### config.mk
export PLATFORM = sky130hd
export DESIGN_NAME = cpu_sequencer
export DESIGN_NICKNAME = d
export VERILOG_FILES = /design/src/rtl/cpu_pkg.sv /design/src/rtl/cpu_sequencer.sv
export SDC_FILE = /design/constraint.sdc
export NUM_CORES = 1
export LEC_CHECK = 0
export BUFFER_PORTS_ARGS = -buffer_cell sky130_fd_sc_hd__buf_2
export CAP_MARGIN = 20
export CORE_ASPECT_RATIO = 1.2
export CORE_UTILIZATION = 42
export CTS_CLUSTER_DIAMETER = 150
export DETAILED_ROUTE_END_ITERATION = 8
export GPL_TIMING_DRIVEN = 0
export PLACE_DENSITY = 0.77
export SLEW_MARGIN = 20
export SYNTH_ARGS = -nofsm -noshare
export SYNTH_HDL_FRONTEND = slang
export SYNTH_SLANG_ARGS = --single-unit
### constraint.sdc
create_clock -name i_clk -period 1.7 [get_ports i_clk]
set_input_delay 0.17 -clock i_clk [delete_from_list [all_inputs] [get_ports i_clk]]
set_output_delay 0.17 -clock i_clk [all_outputs]
set_load 0.03 [all_outputs]
### src/rtl/cpu_pkg.sv
// rtl/cpu_pkg.sv - shared constants for the instruction fetch/execute sequencer
//
// Purpose: state encoding, instruction field positions and instruction-class
// helpers used by cpu_sequencer.
package cpu_pkg;

  // FSM state encoding (plain constants, legacy-compatible 3-bit encoding)
  localparam logic [2:0] ST_FETCH  = 3'd0;
  localparam logic [2:0] ST_DECODE = 3'd1;
  localparam logic [2:0] ST_MREAD  = 3'd2;
  localparam logic [2:0] ST_EXEC   = 3'd3;
  localparam logic [2:0] ST_MWRITE = 3'd4;
  localparam logic [2:0] ST_HALT   = 3'd5;

  // Instruction field positions
  localparam int A_BIT   = 12;
  localparam int COMP_HI = 11;
  localparam int COMP_LO = 6;
  localparam int DEST_HI = 5;
  localparam int DEST_LO = 3;
  localparam int JMP_HI  = 2;
  localparam int JMP_LO  = 0;

  // Top three bits of every legal C-instruction
  localparam logic [2:0] C_PREFIX = 3'b111;

  function automatic logic is_c_instr(input logic [15:0] ir);
    return ir[15:13] == C_PREFIX;
  endfunction

  // Bit 15 set but not the full C prefix: no defined meaning
  function automatic logic is_illegal(input logic [15:0] ir);
    return ir[15] && (ir[14:13] != 2'b11);
  endfunction

endpackage

### src/rtl/cpu_sequencer.sv
// rtl/cpu_sequencer.sv - multi-cycle fetch/decode/memory/execute sequencer
//
// Purpose: steps one instruction at a time through FETCH, DECODE, optional
// MREAD, EXEC, optional MWRITE, and commits register writes and the PC
// update in exactly one cycle per instruction. Optional HALT single-step
// is enabled by defining CPU_SEQ_STEP_EN.
//
// Ports:
//   i_clk, i_rst                     clock, asynchronous active-high reset
//   o_imem_req/o_imem_addr           instruction fetch request, address = PC
//   i_imem_ack/i_imem_data           fetch completion and instruction word
//   o_instr                          instruction register to the control unit
//   i_a_we/i_d_we/i_m_we             decoded write strobes from the control unit
//   i_pc_we/i_pc                     jump taken and jump target
//   o_a_we/o_d_we                    write enables, asserted only in commit cycle
//   o_dmem_req/o_dmem_we             data request, 1 = write, 0 = read
//   i_dmem_ack/i_dmem_rdata          data completion and read data
//   o_m                              latched memory read value
//   o_pc                             current PC
//   i_halt/o_halted                  halt request and HALT status
//   o_illegal                        one-cycle pulse on illegal instruction commit
//   i_step (CPU_SEQ_STEP_EN only)    rising edge in HALT runs one instruction
module cpu_sequencer #(
  parameter logic [15:0] RESET_PC = 16'h0000
) (
  input  logic        i_clk,
  input  logic        i_rst,
  output logic        o_imem_req,
  output logic [15:0] o_imem_addr,
  input  logic        i_imem_ack,
  input  logic [15:0] i_imem_data,
  output logic [15:0] o_instr,
  input  logic        i_a_we,
  input  logic        i_d_we,
  input  logic        i_m_we,
  input  logic        i_pc_we,
  input  logic [15:0] i_pc,
  output logic        o_a_we,
  output logic        o_d_we,
  output logic        o_dmem_req,
  output logic        o_dmem_we,
  input  logic        i_dmem_ack,
  input  logic [15:0] i_dmem_rdata,
  output logic [15:0] o_m,
  output logic [15:0] o_pc,
  input  logic        i_halt,
`ifdef CPU_SEQ_STEP_EN
  input  logic        i_step,
`endif
  output logic        o_halted,
  output logic        o_illegal
);
  import cpu_pkg::*;

  logic [2:0]  state;
  logic [15:0] pc;
  logic [15:0] ir;
  logic [15:0] m_q;
  logic        ill;
  logic        commit;
  logic        halt_next;

  assign ill = is_illegal(ir);

  // An illegal instruction never enters MWRITE, so it commits in EXEC.
  // A write commits in the MWRITE ack cycle so A changes only after the
  // store addressed by the old A has completed.
  always_comb begin
    commit = 1'b0;
    if (state == ST_EXEC)
      commit = !(i_m_we && !ill);
    else if (state == ST_MWRITE)
      commit = i_dmem_ack;
  end

`ifdef CPU_SEQ_STEP_EN
  logic step_q;
  logic step_mode;
  logic step_rise;
  assign step_rise = i_step && !step_q;
  assign halt_next = i_halt || step_mode;
`else
  assign halt_next = i_halt;
`endif

  // State is FETCH during reset; gate the request so it drops immediately.
  assign o_imem_req  = (state == ST_FETCH) && !i_rst;
  assign o_imem_addr = pc;
  assign o_pc        = pc;
  assign o_instr     = ir;
  assign o_m         = m_q;
  assign o_dmem_req  = (state == ST_MREAD) || (state == ST_MWRITE);
  assign o_dmem_we   = (state == ST_MWRITE);
  assign o_a_we      = commit && !ill && i_a_we;
  assign o_d_we      = commit && !ill && i_d_we;
  assign o_illegal   = commit && ill;
  assign o_halted    = (state == ST_HALT);

  always_ff @(posedge i_clk or posedge i_rst) begin
    if (i_rst) begin
      state <= ST_FETCH;
      pc    <= RESET_PC;
      ir    <= 16'h0000;
      m_q   <= 16'h0000;
    end else begin
      case (state)
        ST_FETCH: begin
          if (i_imem_ack) begin
            ir    <= i_imem_data;
            state <= ST_DECODE;
          end
        end
        ST_DECODE: begin
          state <= (is_c_instr(ir) && ir[A_BIT]) ? ST_MREAD : ST_EXEC;
        end
        ST_MREAD: begin
          if (i_dmem_ack) begin
            m_q   <= i_dmem_rdata;
            state <= ST_EXEC;
          end
        end
        ST_EXEC, ST_MWRITE: begin
          if (commit) begin
            pc    <= (i_pc_we && !ill) ? i_pc : pc + 16'd1;
            state <= halt_next ? ST_HALT : ST_FETCH;
          end else if (state == ST_EXEC) begin
            state <= ST_MWRITE;
          end
        end
        ST_HALT: begin
`ifdef CPU_SEQ_STEP_EN
          if (step_rise || !i_halt) state <= ST_FETCH;
`else
          if (!i_halt) state <= ST_FETCH;
`endif
        end
        default: state <= ST_FETCH;
      endcase
    end
  end

`ifdef CPU_SEQ_STEP_EN
  // step_mode forces a return to HALT after the stepped instruction commits
  always_ff @(posedge i_clk or posedge i_rst) begin
    if (i_rst) begin
      step_q    <= 1'b0;
      step_mode <= 1'b0;
    end else begin
      step_q <= i_step;
      if (state == ST_HALT && step_rise)
        step_mode <= 1'b1;
      else if (commit)
        step_mode <= 1'b0;
    end
  end
`endif

endmodule

==> results by group <==
STA
  – Setup tns final: -0.454 ns
  – Clk_skew: 0.00907 ns
  – Fin. Hold Viols: 0
  – Worst slew margin: 64.9%
  – Min cycle time layout: 1.84 ns
  – Fin crit share: 108%
  – Fin worst setup slack: -0.137 ns
  – Pins Over Slew Limit: 0
  – Worst Tran Pin Value: ~0.53 ns
  – Fmax: about 540 MHz
  – Final Setup Violations: 6
  – RSZ-0062 raised after global routing: yes

Setup path
  – Critical Path Most Common Cell: buf_6
  – Worst path cell trace: buf_6 > nand3b_4 > o211ai_4 > buf_6 > and3_4 > buf_6
  – Reg2reg end: o_imem_addr[5]
  – R2r startpoint: state[2]
  – Setup crit start kind: flop
  – Critical Path AT: 1.67 ns
  – Max FO, Critical Path: 3
  – Slowest stage cell, crit path: dfrtp_1
  – Setup CP Type: flop to output pin
  – Crit path capture type: output pin
  – CP max stage delay: between 0.4 and 0.5 ns
  – R2R cell count: 7
  – R2R Setup Slk: -0.05 ns
  – Req. time, crit path: 1.53 ns

Place
  – DPL Wire Length: 5.52 mm
  – Setup slack at placement: -0.267 ns
  – Gpl congestion: 0.872
  – Area after DPL: 0.00356 sq mm
  – IO Port Bufs: between 100 and 150
  – Cell Count Post-Placement: 463

Floorplanning
  – Die height: between 90 and 100 microns
  – Area of the core: 0.00641 sq mm
  – Die X: roughly 76 microns
  – Die area: ~0.0070 sq mm
  – # rows: 32
  – Ports: 128
  – Initial core utilization: 43.6%

Synth
  – Synth Flop Type: dfrtp_1
  – Synth top area cells: dfrtp_1 46%, mux2_2 8.5%, buf_4 5.4%, mux2_4 5.4%, a21oi_1 3.8%
  – Unique masters post-synth: 47
  – Syn nets: 308
  – Cells after synthesis: 250
  – Avg Inst Size Synth: around 11 sq um
  – Mapped Area: approximately 0.0028 sq mm
  – Ys async rst share: 100%
  – Yosys top cell by area: dfrtp_1
  – Ys Warns: 0
  – Yosys top cell area share: 45.7%
  – Seq cells post-synth: between 50 and 60
  – Post-synth EDFFs: 0
  – Post-synthesis sequential area ratio: 45.7%

Routing
  – Drt pass-1 iters: 5
  – Final wirelength: 7.94 mm
  – WL/cell: 16.1 microns
  – Via count: ~2.7k
  – Vias per std cell: ~5.6
  – # DRC: 0
  – DRT antenna net count: 0
  – Initial DRC count: 167

Layout
  – Non-Filler Instances: approximately 490
  – Commonest cells after routing, fill and taps aside: 122 x buf_2, 46 x dfrtp_1, 32 x buf_4
  – Ant. Diodes: 0
  – Commonest non-fill, non-tap cell in the layout: buf_2
  – Fill cells: 497
  – Fin util: 64.4%
  – Layout cells sized above 1: 61.9%
  – Final Cell Area: 0.00413 sq mm
  – Syn-to-layout area delta: 47.9%
  – Post-layout nets: around 460

Power
  – Comb pwr share: 64.8%
  – Sw Pwr: approximately 4.4 mW
  – Switching share of total power: around 50%
  – P_leak: 1.94 nW
  – Max VDD drop: 1280 uV
  – Sequential Power Share: between 20 and 30%
  – Internal power: roughly 4.7 mW
  – Pwr Density: about 2200 mW/mm^2
  – Clock power share: under 10%

Global routing
  – Largest net degree at the start of global routing: 33
  – Global-route wire length before repair: 12.3 mm
  – Gr ovfl total: 0
  – Total track usage: 22.3%
  – Vias in the first global route: 2609
  – Initial antenna violation count: 0

Clock tree
  – Root Driver: clkbuf_8
  – Clk slew on worst S/H paths: 0.11 ns
  – CTS tree: yes
  – Clock Sinks: 51
  – CTS Buf Count: 5
  – Clock Latency Late Sink: 0.31 ns
  – Htree depth: 2
  – Clock tree buffer depth: 2

Min path
  – Hold Path End: o_m[9]
  – Hold Crit Depth: 2
  – Hold WC Path Type: input pin to flop
  – HP Start: i_dmem_rdata[9]

Run status
  – Failing checks: negative setup slack
  – Status: complete, but fails checks

Run
  – Maxcap violations: 0
worst max-delay path, delay by kind of cell, from the launching register on:
family          cells  cell delay, ns
flops               1            0.42
buf+inv             3            0.38
simple gates        2            0.32
compound gates      1            0.24
power by group through the flow:
stage,Clock (mW),Combinational [mW],Sequential (mW)
floorplan,0,2.60,3.45
global placement,0,4.91,2.38
detailed placement,0,5.00,2.41
CTS,0.767,5.33,2.39
global route,0.811,6.18,2.52
finish,0.746,5.87,2.44
layout make-up:
cell class | instances | area, sq um | share of cell area (%)
timing repair buffer | 152 | 936 | 22.7
inverter | 8 | 30.0 | 0.728
clock inverter | 3 | 26.3 | 0.637
sequential | 51 | 1280 | 31.1
tap | 85 | 106 | 2.58
buffer | 28 | 240 | 5.82
multi-input combinational | 160 | 1440 | 34.8
clock buffer | 5 | 68.8 | 1.67
per-stage QoR:
stage | hold WS [ns] | power (mW)
global placement | 0.388 | 7.30
floorplan | 0.275 | 6.06
finish | 0.0702 | 9.06
global route | 0.0653 | 9.51
CTS | 0.0635 | 8.49
detailed placement | 0.235 | 7.41
worst max path at each step:
| stage | startpoint | to | cells past startpoint |
|---|---|---|---|
| floorplan | o_instr[14] | o_a_we | 5 |
| global placement | i_rst | o_instr[14] | 2 |
| detailed placement | state[2] | o_a_we | 6 |
| CTS | state[2] | o_d_we | 6 |
| global route | state[0] | o_a_we | 5 |
| finish | state[2] | o_a_we | 6 |
flip-flops by register name (all words and copies together) (netlist names):
name         flops
o_imem_addr     16
o_instr         16
o_m             16
state            3
cell families (layout without fill, tap and decap cells):
family	Yosys count	count (layout)	synth area share, %
adders and majority gates	1	1	0.448
AOI/OAI and AO/OA	67	67	16.4
xor gates and xnor gates	1	1	0.314
DFF	51	51	45.7
buffers and inverters	39	196	9.33
muxes	33	33	14.6
and+or+nand+nor	58	58	13.1
timing repair:
item | CTS | global route
pin swaps | 4 | 7
hold buffers | 1 | 0
gates cloned | 0 | 2
resized for setup | 22 | 50
hold endpoints to repair | 19 | 0
setup endpoints to repair | 33 | 37
setup buffers | 14 | 7
synth_stat cells (all sizes together), types with 2 or more instances:
master    n
dfrtp    51
mux2     32
buf      28
a21oi    21
nand2    10
o21ai     9
inv       8
nand3     8
nor2      8
nand4     7
nor3      5
nor4      5
o2bb2ai   5
a22oi     4
a2bb2oi   4
nand2b    4
o22a      4
a31oi     3
and3      3
and4      3
clkbuf    3
o22ai     3
a211oi    2
a22o      2
a41o      2
nand4bb   2
per-layer routing:
metal / track usage [%] / vias to the layer above / routed length, microns
met5: 0 / - / 0
met4: 7.05 / 0 / 164
met3: 4.92 / 19 / 794
met2: 40.1 / 187 / 4050
met1: 26.0 / 1299 / 2930
li1: - / 1234 / -
(Power assumes the default switching activity.)
